`src/rtl/mrv1_pkg.sv`:
```
// Shared types and default sizing for the mrv1 issue scoreboard.
package mrv1_pkg;

  localparam int unsigned NUM_THREADS_DEF = 4;
  localparam int unsigned ITAG_WIDTH_DEF  = 2;
  localparam int unsigned RF_ADDR_W_DEF   = 5;
  localparam int unsigned TWID_W_DEF      = $clog2(NUM_THREADS_DEF);

  // One itag table entry; field widths follow the package defaults.
  typedef struct packed {
    logic                     vld;
    logic [TWID_W_DEF-1:0]    twid;
    logic                     rd_vld;
    logic [RF_ADDR_W_DEF-1:0] rd_addr;
  } itag_entry_t;

endpackage

```
`src/rtl/mrv1_prio_enc.sv`:
```
// Lowest-set-bit priority encoder with valid flag.
module mrv1_prio_enc #(
  parameter int unsigned WIDTH_P = 4,
  localparam int unsigned IDX_W_LP = (WIDTH_P > 1) ? $clog2(WIDTH_P) : 1
) (
  input  logic [WIDTH_P-1:0]  req_i,
  output logic [IDX_W_LP-1:0] idx_o,
  output logic                vld_o
);

  // Scan from the top down so the lowest set bit is the last one written.
  always_comb begin
    idx_o = '0;
    vld_o = |req_i;
    for (int unsigned i = 0; i < WIDTH_P; i++) begin
      if (req_i[WIDTH_P-1-i]) idx_o = IDX_W_LP'(WIDTH_P-1-i);
    end
  end

endmodule

```
`src/rtl/mrv1_scoreboard.sv`:
```
// Multithreaded in-order issue scoreboard and itag allocator.
module mrv1_scoreboard
  import mrv1_pkg::*;
#(
  parameter int unsigned NUM_THREADS_P   = NUM_THREADS_DEF,
  parameter int unsigned ITAG_WIDTH_P    = ITAG_WIDTH_DEF,
  parameter int unsigned rf_addr_width_p = RF_ADDR_W_DEF,
  localparam int unsigned twid_width_lp  = $clog2(NUM_THREADS_P),
  localparam int unsigned num_itag_lp    = 2**ITAG_WIDTH_P,
  localparam int unsigned num_rs_lp      = 2,
  localparam int unsigned num_regs_lp    = 2**rf_addr_width_p
) (
  input  logic                       clk_i,
  input  logic                       rst_i,
  input  logic [twid_width_lp-1:0]   dec_twid_i,
  input  logic                       rs0_vld_i,
  input  logic [rf_addr_width_p-1:0] rs0_addr_i,
  input  logic                       rs1_vld_i,
  input  logic [rf_addr_width_p-1:0] rs1_addr_i,
  input  logic                       rd_vld_i,
  input  logic [rf_addr_width_p-1:0] rd_addr_i,
  output logic [num_rs_lp-1:0]       rs_conflict_o,
  output logic                       rd_conflict_o,
  output logic                       issue_rdy_o,
  output logic [ITAG_WIDTH_P-1:0]    issue_itag_o,
  input  logic                       issue_fire_i,
  input  logic                       retire_vld_i,
  input  logic [ITAG_WIDTH_P-1:0]    retire_itag_i,
  input  logic                       kill_vld_i,
  input  logic [ITAG_WIDTH_P-1:0]    kill_itag_i,
  output logic [ITAG_WIDTH_P:0]      inflight_cnt_o,
  output logic [NUM_THREADS_P-1:0]   thread_idle_o,
  output logic                       err_o
);

  // The entry struct is sized by the package; reject incompatible overrides.
  if (twid_width_lp != TWID_W_DEF || rf_addr_width_p != RF_ADDR_W_DEF) begin : g_width_chk
    $error("mrv1_scoreboard: thread/register widths must match mrv1_pkg");
  end

  itag_entry_t [num_itag_lp-1:0]                       entry_q, entry_d;
  logic [NUM_THREADS_P-1:0][num_regs_lp-1:0]           busy_q, busy_d;
  logic [ITAG_WIDTH_P:0]                               cnt_q, cnt_d;
  logic                                                err_q, err_d;

  logic [num_itag_lp-1:0]  free_vec;
  logic [num_itag_lp-1:0]  frees;
  logic                    issue_ok, retire_ok, kill_ok;

  mrv1_prio_enc #(.WIDTH_P(num_itag_lp)) u_free_enc (
    .req_i (free_vec),
    .idx_o (issue_itag_o),
    .vld_o (issue_rdy_o)
  );

  // Decode-facing views of registered state.
  always_comb begin
    for (int unsigned i = 0; i < num_itag_lp; i++) free_vec[i] = ~entry_q[i].vld;
    rs_conflict_o[0] = rs0_vld_i && busy_q[dec_twid_i][rs0_addr_i];
    rs_conflict_o[1] = rs1_vld_i && busy_q[dec_twid_i][rs1_addr_i];
    rd_conflict_o    = rd_vld_i && busy_q[dec_twid_i][rd_addr_i];
    thread_idle_o    = '1;
    for (int unsigned i = 0; i < num_itag_lp; i++) begin
      if (entry_q[i].vld) thread_idle_o[entry_q[i].twid] = 1'b0;
    end
  end

  // Next-state: frees first, then allocation, so an issue's busy set wins.
  always_comb begin
    issue_ok  = issue_fire_i && issue_rdy_o;
    retire_ok = retire_vld_i && entry_q[retire_itag_i].vld;
    kill_ok   = kill_vld_i && entry_q[kill_itag_i].vld;
    err_d     = err_q
              | (retire_vld_i && !entry_q[retire_itag_i].vld)
              | (kill_vld_i && !entry_q[kill_itag_i].vld)
              | (issue_fire_i && !issue_rdy_o);

    // Retire and kill of the same itag collapse to one free here.
    for (int unsigned i = 0; i < num_itag_lp; i++) begin
      frees[i] = (retire_ok && retire_itag_i == ITAG_WIDTH_P'(i))
              || (kill_ok && kill_itag_i == ITAG_WIDTH_P'(i));
    end

    entry_d = entry_q;
    busy_d  = busy_q;
    cnt_d   = cnt_q;
    for (int unsigned i = 0; i < num_itag_lp; i++) begin
      if (frees[i]) begin
        entry_d[i].vld = 1'b0;
        if (entry_q[i].rd_vld) busy_d[entry_q[i].twid][entry_q[i].rd_addr] = 1'b0;
        cnt_d = cnt_d - 1'b1;
      end
    end

    if (issue_ok) begin
      entry_d[issue_itag_o].vld     = 1'b1;
      entry_d[issue_itag_o].twid    = dec_twid_i;
      entry_d[issue_itag_o].rd_vld  = rd_vld_i;
      entry_d[issue_itag_o].rd_addr = rd_addr_i;
      if (rd_vld_i && rd_addr_i != '0) busy_d[dec_twid_i][rd_addr_i] = 1'b1;
      cnt_d = cnt_d + 1'b1;
    end
  end

  // State registers with synchronous reset.
  always_ff @(posedge clk_i) begin
    if (rst_i) begin
      entry_q <= '0;
      busy_q  <= '0;
      cnt_q   <= '0;
      err_q   <= 1'b0;
    end else begin
      entry_q <= entry_d;
      busy_q  <= busy_d;
      cnt_q   <= cnt_d;
      err_q   <= err_d;
    end
  end

  assign inflight_cnt_o = cnt_q;
  assign err_o          = err_q;

endmodule

```
`config.mk`:
```
export PLATFORM = sky130hd
export DESIGN_NAME = mrv1_scoreboard
export DESIGN_NICKNAME = d
export VERILOG_FILES = /design/src/rtl/mrv1_pkg.sv /design/src/rtl/mrv1_prio_enc.sv /design/src/rtl/mrv1_scoreboard.sv
export SDC_FILE = /design/constraint.sdc
export NUM_CORES = 1
export LEC_CHECK = 0
export ABC_CLOCK_PERIOD_IN_PS = 4500
export CAP_MARGIN = 10
export CELL_PAD_IN_SITES_DETAIL_PLACEMENT = 1
export CELL_PAD_IN_SITES_GLOBAL_PLACEMENT = 1
export CORE_MARGIN = 2
export CORE_UTILIZATION = 40
export DETAILED_ROUTE_END_ITERATION = 6
export HOLD_SLACK_MARGIN = 0.1
export PLACE_DENSITY = 0.76
export SETUP_SLACK_MARGIN = 0.3
export SLEW_MARGIN = 30
export SYNTH_ARGS = -nofsm -noshare
export SYNTH_HDL_FRONTEND = slang
export SYNTH_SLANG_ARGS = --single-unit
```
`constraint.sdc`:
```
create_clock -name clk_i -period 4.5 [get_ports clk_i]
set_clock_uncertainty 0.05 [all_clocks]
set_input_delay 0.45 -clock clk_i [delete_from_list [all_inputs] [get_ports clk_i]]
set_output_delay 0.45 -clock clk_i [all_outputs]
set_load 0.02 [all_outputs]
```
==> results.md, run 1 <==
* Status: complete, no violations
* Vias per Instance at between 7 and 8
* Clock Path Buffers at 2
* DP Worst Slack at about 0.21 ns
* H-tree levels at 4
* Max Slew Vio Count at 0
* Final hold violation count at 0
* Synth area leaders: dfxtp_1 (26%), mux4_2 (9.5%), nor2_1 (7.5%), o221ai_1 (7.0%), nand2_1 (6.6%)
* Mean Syn Cell Area at between 7 and 8 um^2
* Dominant synthesized flop cell: dfxtp_1
* DRT antenna net count at 0
* Cells after Synth at ~1600
* Design area at roughly 14000 um^2
* Yosys warns at 0
* Max FO, Critical Path at 34
* Lkg Pwr at about 4.5 nW
* Gpl congestion at slightly above 1
* Routed vias at between 15000 and 20000
* Min Tclk post-route at 4.11 ns
* Final Util at approximately 45%
* Max-cap violations at 0
* PnR worst setup slack at roughly 0.39 ns
* Initial Utilization at 40.6%
* Num rows at 65
* Synthesized cell area at ~13000 um^2
* Synth-to-Final Area Change at 11.9%
* # hold bufs at CTS at 0
* CP Cell Sequence: buf_4 > mux2i_1 > mux4_2 > mux4_2 > nand2b_1 > nand4_1 > nor4b_2 > clkdlybuf4s50_1
* First-pass GRT wire length at between 90 and 100 mm
* CP Class: primary input to output pin
* Largest net degree at the start of global routing at 50
* Synth Register Bits at 168
* Pwr Total at between 3 and 4 mW
* GRT Util Overall at between 30% and 40%
* Antenna violations before repair at 1
* TritonCTS clock tree: yes
* Cell seen most often among critical-path stages: mux4_2
* EDFF count, synth at 0
* Die height at between 150 and 200 um
* Crit end category: output pin
* Final setup vio count at 0
* Die width at 183 um
* Fill count at between 3000 and 4000
* Worst rel slew slack at between 20% and 30%
* Synth top cells by count: nor2_1 (256), nand2_1 (226), dfxtp_1 (168)
* Yosys top cell area share at 26.2%
* Placed cell areas at 13700 um^2
* Fmax at ~240 MHz
* CORE AREA at ~32000 um^2
* DIE AREA at 33500 um^2
* Layout cells sized above 1 at 12.9%
* # DRC at 0
* Worst Path Arrival at between 3 and 4 ns
* Pwr Density at 262 nW/um^2
* Worst Tran Pin Value at 1.09 ns
* Most common cell in the netlist: nor2_1
* Reg clk slew, reported paths at about 0.07 ns
* Sum Neg Setup Slack at 0 ns
* Yosys top cell by area: dfxtp_1
* Yosys cell types at 72
* CP max stage cell: clkdlybuf4s50_1
* Port Buffers at 42
* Worst IR Drop VDD at approximately 0.00025 V
* HPWL Detailed at approximately 44 mm
* Final WL at around 66 mm
* Slowest stage delay, CP at about 0.64 ns
* Startpoint class of the critical path: primary input
* DR WL/cell at ~33 um
* Synth async-reset ratio at 0%
* Clock Latency Late Sink at about 0.46 ns
* Post-layout nets at ~1700
* Post-synthesis net count at roughly 1700
* Seq/Total Area, Yosys at a little over a quarter
* Vias in the first global route at between 15000 and 20000
* Grt total ovfl at 0
* Period utilisation layout at between 90% and 100%
* CTS buffer count at 17
* Clk root buf: clkbuf_16
* 1st-iter DRT viols at 2251
* Detailed Routing Iterations Pass 1 at 6
* # IOs at 43
* Clk sinks at roughly 170
* Hold Path Class: primary input to register
* Worst path required time at 4.00 ns
* Unrepaired setup endpoints after global routing: no
metrics by stage:
stage	hold WS (ns)	cells
after global routing	0.431	2031
after floorplan	0.412	1646
after global placement	0.415	1999
after detailed placement	0.425	1999
final	0.419	2032
after CTS	0.416	2031
cell families (layout without fill, tap and decap cells):
logic type | count (synthesis) | in the layout | synth area share [%]
other cells | 0 | 1 | 0
flops | 168 | 168 | 26.2
mux | 133 | 133 | 15.7
fa+ha+maj | 5 | 5 | 0.488
simple gates | 710 | 710 | 25.3
xor+xnor | 8 | 8 | 0.820
buf+inv | 175 | 158 | 5.65
compound gates | 447 | 447 | 25.8
final timing paths:
path	startpoint	to	slack, ns	cells after the start
max	dec_twid_i[1]	rs_conflict_o[0]	0.39	8
max reg2reg	inflight_cnt_o[0]	inflight_cnt_o[2]	1.00	14
min	rst_i	inflight_cnt_o[2]	0.42	2
min reg2reg	err_o	err_o	0.44	1
layout make-up:
cell class | instances | area [um^2] | area share, %
clock buffer | 18 | 439 | 3.06
inverter | 16 | 60.1 | 0.418
sequential | 168 | 3360 | 23.4
clock inverter | 14 | 209 | 1.46
timing repair buffer | 110 | 936 | 6.52
tap | 402 | 503 | 3.50
multi-input combinational | 1303 | 8840 | 61.6
antenna | 1 | 2.50 | 0.0174
where the power goes:
group | switching (mW) | internal (mW)
sequential | 0.0340 | 1.50
combinational | 0.331 | 0.176
clock | 0.752 | 0.961
critical path, delay by kind of cell:
| kind | cells | cell delay (ns) |
|---|---|---|
| mux | 3 | 1.43 |
| buf+inv | 2 | 1.19 |
| simple gates | 3 | 0.51 |
cells in the final DEF, fill, tap and decap left out, types with 14 or more instances in the layout:
| cell | Yosys | layout |
|---|---|---|
| nor3_1 | 25 | 24 |
| nor3b_1 | 19 | 14 |
| clkdlybuf4s50_1 | 0 | 39 |
| clkbuf_16 | 0 | 17 |
| o21ai_0 | 42 | 42 |
| nand3_1 | 70 | 70 |
| o22ai_1 | 45 | 45 |
| mux2i_1 | 74 | 74 |
| inv_1 | 16 | 16 |
| nor2_1 | 256 | 254 |
| o221a_2 | 15 | 15 |
| o32a_1 | 26 | 26 |
| buf_4 | 7 | 69 |
| nor2b_1 | 20 | 17 |
| nand2_1 | 226 | 226 |
| and2_1 | 14 | 14 |
| o22a_1 | 24 | 24 |
| o221ai_1 | 102 | 102 |
| dfxtp_1 | 168 | 168 |
| a211oi_1 | 22 | 21 |
| a21oi_1 | 92 | 92 |
| mux4_2 | 54 | 54 |
layer usage:
metal  routed length, um  track usage, %  share of wire, %
met4                4830            24.4               7.3
met3                9190            13.4                14
met1               25100            49.3                38
met2               27200            56.8                41
met5                  58            1.33             0.087
what timing repair did:
item,in CTS,in global routing
endpoints found under the setup margin,0,2
setup buffers,0,0
gates resized for setup,0,1
Note: power is estimated with default switching activity, not from simulation.
==> run 2, diff against run 1 <==
MAX_ROUTING_LAYER = met4   (was default)
PLACE_DENSITY = default   (was 0.76)
PLACE_DENSITY_LB_ADDON = 0.2   (was default)
==> results.md, run 2 (synthesized netlist as in run 1, its figures left out) <==
* Multi-input gate area at 8870 um^2
* Gpl congestion at ~1
* Antenna violations before repair at 0
* Clock Path Buffers at 2
* # DRC at 0
* 1st-iter DRT viols at 2007
* Sum Neg Setup Slack at 0 ns
* DR WL/cell at ~33 um
* Clk root buf: clkbuf_16
* Final setup vio count at 0
* HPWL Detailed at about 45 mm
* Initial Utilization at 40.6%
* Post-layout nets at approximately 1700
* First-pass GRT wire length at 97.6 mm
* H-tree levels at 4
* DRT antenna net count at 0
* Met2 Use GR at 56.8%
* Reg2reg start: inflight_cnt_o[0]
* Final hold violation count at 0
* Worst rel slew slack at 25.3%
* Met1 usage at 52.2%
* DIE AREA at approximately 34000 um^2
* Reg clk slew, reported paths at ~0.08 ns
* Max Slew Vio Count at 0
* Synth-to-Final Area Change at 12.8%
* Clock Latency Late Sink at ~0.47 ns
* Max-cap violations at 0
* Commonest non-fill, non-tap cell in the layout: nor2_1
* Register area at about 3400 um^2
* # hold bufs at CTS at 0
* CTS buffer count at 17
* Worst r2r dst: inflight_cnt_o[2]
* Die width at approximately 180 um
* Vias in the first global route at around 15000
* Routed vias at between 15000 and 20000
* TritonCTS clock tree: yes
* Unrepaired setup endpoints after global routing: no
* Final WL at ~67 mm
* Worst path required time at ~4 ns
* Worst Path Arrival at between 3 and 4 ns
* Cts repair resizes at 0
* Period utilisation layout at 86.9%
* Num rows at 65
* # IOs at 43
* Status: complete, no violations
* Layout cells sized above 1 at roughly 14%
* Min Tclk post-route at about 4 ns
* Worst reg-to-reg setup slack at about 1.0 ns
* Startpoint class of the critical path: primary input
* Crit end category: output pin
* Fill count at 3821
* Pwr Density at about 250 nW/um^2
* Worst setup path end: rd_conflict_o
* Worst IR Drop VDD at 0.000279 V
* Vias per Instance at approximately 7.4
* CORE AREA at around 32000 um^2
* Clk sinks at ~170
* GRT Util Overall at just over 40%
* Busiest layer in global routing: met2
* GR Util met3 at about 13%
* Hold Path Class: register to register
* Largest net degree at the start of global routing at 82
* Most frequent cells in the layout: nor2_1 (253), nand2_1 (226), dfxtp_1 (168)
* CP Class: primary input to output pin
* Fmax at ~260 MHz
* Worst Tran Pin Value at approximately 1.1 ns
* Grt total ovfl at 0
* Design area at ~14000 um^2
* Max FO, Critical Path at 17
* Source of the critical timing path: dec_twid_i[0]
* R2R depth at 14
* Post-CTS setup buffer count at 0
* Detailed Routing Iterations Pass 1 at 5
* Die height at about 180 um
* Lkg Pwr at approximately 4.6 nW
* Port Buffers at 42
* Placed cell areas at 13800 um^2
==> run 2: changes by cell type in the layout (fill, tap and decap cells not counted), sizes merged <==
cell and change:
clkinv +4, inv -1, bufinv -1, clkinvlp -1, clkbuf -2, buf +8
==> run 2: worst min-delay path by stage <==
stage                     cells after the start          to  startpoint
final                                         1       err_o       err_o
after CTS                                     1       err_o       err_o
after global routing                          1       err_o       err_o
after floorplan                               2  busy_q[31]  busy_q[31]
after global placement                        1       err_o       err_o
after detailed placement                      1       err_o       err_o
==> run 2: report_power, final <==
group / leakage (nW) / internal (mW) / total, mW / switching [mW]
Sequential: 1.36 / 1.50 / 1.54 / 0.0345
Clock: 0.300 / 0.888 / 1.63 / 0.742
Combinational: 2.90 / 0.181 / 0.512 / 0.332
==> run 2: routing by layer <==
layer,vias to the layer above,part of all wire (%)
met5,-,0
met4,0,6.2
met3,322,14
met2,1206,41
met1,7395,39
li1,6160,-
==> run 2: critical path: stages <==
cell and delay (ns):
buf_2 0.58, buf_4 0.24, buf_4 0.16, nor2b_1 0.11
buf_4 0.18, a221oi_1 0.29, a41oi_1 0.15, and3_1 0.21
a41oi_1 0.35, clkdlybuf4s50_1 0.68
==> run 2: cell type report <==
class	count	share of cell area (%)
Antenna cell	1	0.0173
Clock buffer	17	2.94
Clock inverter	15	1.33
Inverter	16	0.415
Multi-Input combinational cell	1303	61.3
Sequential cell	168	23.3
Tap cell	402	3.48
Timing Repair Buffer	117	7.25
==> run 2: stage by stage <==
stage	worst slack (ns)	power (mW)	cells	util [%]	hold slack, ns
2_1_floorplan	0.982	1.84	1646	-	0.412
6_report	0.588	3.68	2039	45.8	0.442
3_3_place_gp	0.357	2.05	2006	43.7	0.417
5_1_grt	0.429	3.76	2038	45.8	0.478
4_1_cts	0.649	3.66	2038	45.7	0.438
3_5_place_dp	0.273	2.06	2006	43.8	0.421
==> run 3, diff against run 2 <==
CORE_MARGIN = 4   (was 2)
==> results.md, run 3 (synthesized netlist as in run 1, its figures left out) <==
* Status: complete, no violations
* # DRC at 0
* Worst path required time at 4.00 ns
* Crit end category: output pin
* PnR worst setup slack at roughly 0.51 ns
* Clk sinks at 168
* Switching power at between 1 and 1.5 mW
* Cts repair resizes at 0
* Max-cap violations at 0
* Max Slew Vio Count at 0
* TritonCTS clock tree: yes
* Clock power share at 45.0%
* Sum Neg Setup Slack at 0 ns
* # hold bufs at CTS at 0
* Antenna fix cells at 0
* CP Cell Sequence: clkdlybuf4s50_1 > buf_4 > mux4_2 > mux2i_1 > mux2i_1 > o21ai_0 > nand2_1 > and4_1 > clkdlybuf4s50_1
* 1st-iter DRT viols at around 2300
* Clock Path Buffers at 2
* CORE AREA at between 30000 and 40000 um^2
* Synth-to-Final Area Change at 12.1%
* Startpoint class of the critical path: primary input
* Vias in the first global route at ~15000
* Post-layout nets at around 1600
* Pwr Density at between 200 and 300 nW/um^2
* HPWL Detailed at between 40 and 50 mm
* CP max stage cell: clkdlybuf4s50_1
* R2R depth at 14
* Die width at about 190 um
* Commonest non-fill, non-tap cell in the layout: nor2_1
* Hold Path Class: primary input to register
* Vias per Instance at roughly 7.4
* Internal at around 2.7 mW
* Antenna violations before repair at 0
* # IOs at 43
* Clk root buf: clkbuf_16
* Clock Latency Late Sink at between 0.4 and 0.5 ns
* DR WL/cell at approximately 34 um
* Grt total ovfl at 0
* Cell count after placement at around 2000
* DIE AREA at between 30000 and 40000 um^2
* Sequential Power Share at between 40% and 50%
* Detailed Routing Iterations Pass 1 at 6
* Worst Tran Pin Value at between 1 and 1.5 ns
* Period utilisation layout at around nine tenths
* Pwr Total at between 3 and 4 mW
* Lkg Pwr at approximately 4.5 nW
* Min-Delay Path Depth at 3
* Fill count at roughly 3800
* CP Class: primary input to output pin
* H-tree levels at 4
* Worst rel slew slack at approximately 25%
* GRT Util Overall at between 30% and 40%
* Final hold violation count at 0
* Slowest stage delay, CP at between 0.8 and 0.9 ns
* Post-CTS setup buffer count at 0
* CTS buffer count at 17
* Gpl congestion at slightly below 1
* Die height at ~190 um
* DP Worst Slack at a little under 0.3 ns
* Max FO, Critical Path at 9
* Min Tclk post-route at between 3 and 4 ns
* Worst IR Drop VDD at around 0.00030 V
* Most frequent cells in the layout: nor2_1 (253), nand2_1 (226), dfxtp_1 (168)
* Reg clk slew, reported paths at about 0.070 ns
* Combinational power share at ~14%
* Port Buffers at 42
* Fmax at between 200 and 300 MHz
* Layout cells sized above 1 at 12.8%
* First-pass GRT wire length at about 100 mm
* Net switching fraction of the power at ~29%
* Final WL at between 60 and 70 mm
* Worst Path Arrival at about 3.5 ns
* Unrepaired setup endpoints after global routing: no
* Num rows at 65
* Routed vias at roughly 15000
* DRT antenna net count at 0
* Fin cells at 2027
* Initial Utilization at between 40% and 50%
* Largest net degree at the start of global routing at around 120
* Final setup vio count at 0
run 3: worst max-delay path: cells and delay by family:
family / cells / cell delay [ns]
AO/OA/AOI/OAI: 1 / 0.25
buffers and inverters: 3 / 1.64
multiplexers: 3 / 0.82
AND/OR/NAND/NOR: 2 / 0.32
run 3: path summary, 6_finish.rpt:
| path | from | endpoint | slack (ns) |
|---|---|---|---|
| hold / removal | dec_twid_i[1] | register | 0.40 |
| setup reg to reg | inflight_cnt_o[0] | inflight_cnt_o[2] | 1.06 |
| hold reg to reg | err_o | err_o | 0.44 |
| setup / recovery | rs1_addr_i[1] | rs_conflict_o[1] | 0.51 |
run 3: through the flow:
step / hold WS [ns] / util (%) / instance area (um^2)
finish: 0.404 / 45.6 / 14400
global route: 0.432 / 45.6 / 14400
CTS: 0.389 / 45.5 / 14400
detailed placement: 0.427 / 43.5 / 13700
global placement: 0.422 / 43.4 / 13700
floorplan: 0.412 / - / 12800
run 3: final cells by class:
class                      count  area [um^2]  area share, %
clock buffer                  21          470           3.27
multi-input combinational   1303         8850           61.6
sequential                   168         3360           23.4
timing repair buffer         107          963           6.70
tap                          402          503           3.50
inverter                      16         60.1          0.418
clock inverter                10          166           1.16
run 3: power by group through the flow:
stage	clock network (mW)	logic, mW	registers (mW)
6_report	1.67	0.511	1.53
2_1_floorplan	0	0.284	1.55
3_3_place_gp	0	0.486	1.56
3_5_place_dp	0	0.493	1.57
5_1_grt	1.73	0.530	1.54
4_1_cts	1.67	0.495	1.53
run 3: layer usage:
| layer | global-route usage, % | part of all wire [%] |
|---|---|---|
| met4 | 21.1 | 6.4 |
| met2 | 54.0 | 41 |
| met3 | 12.9 | 14 |
| met1 | 49.2 | 39 |
| met5 | - | 0 |
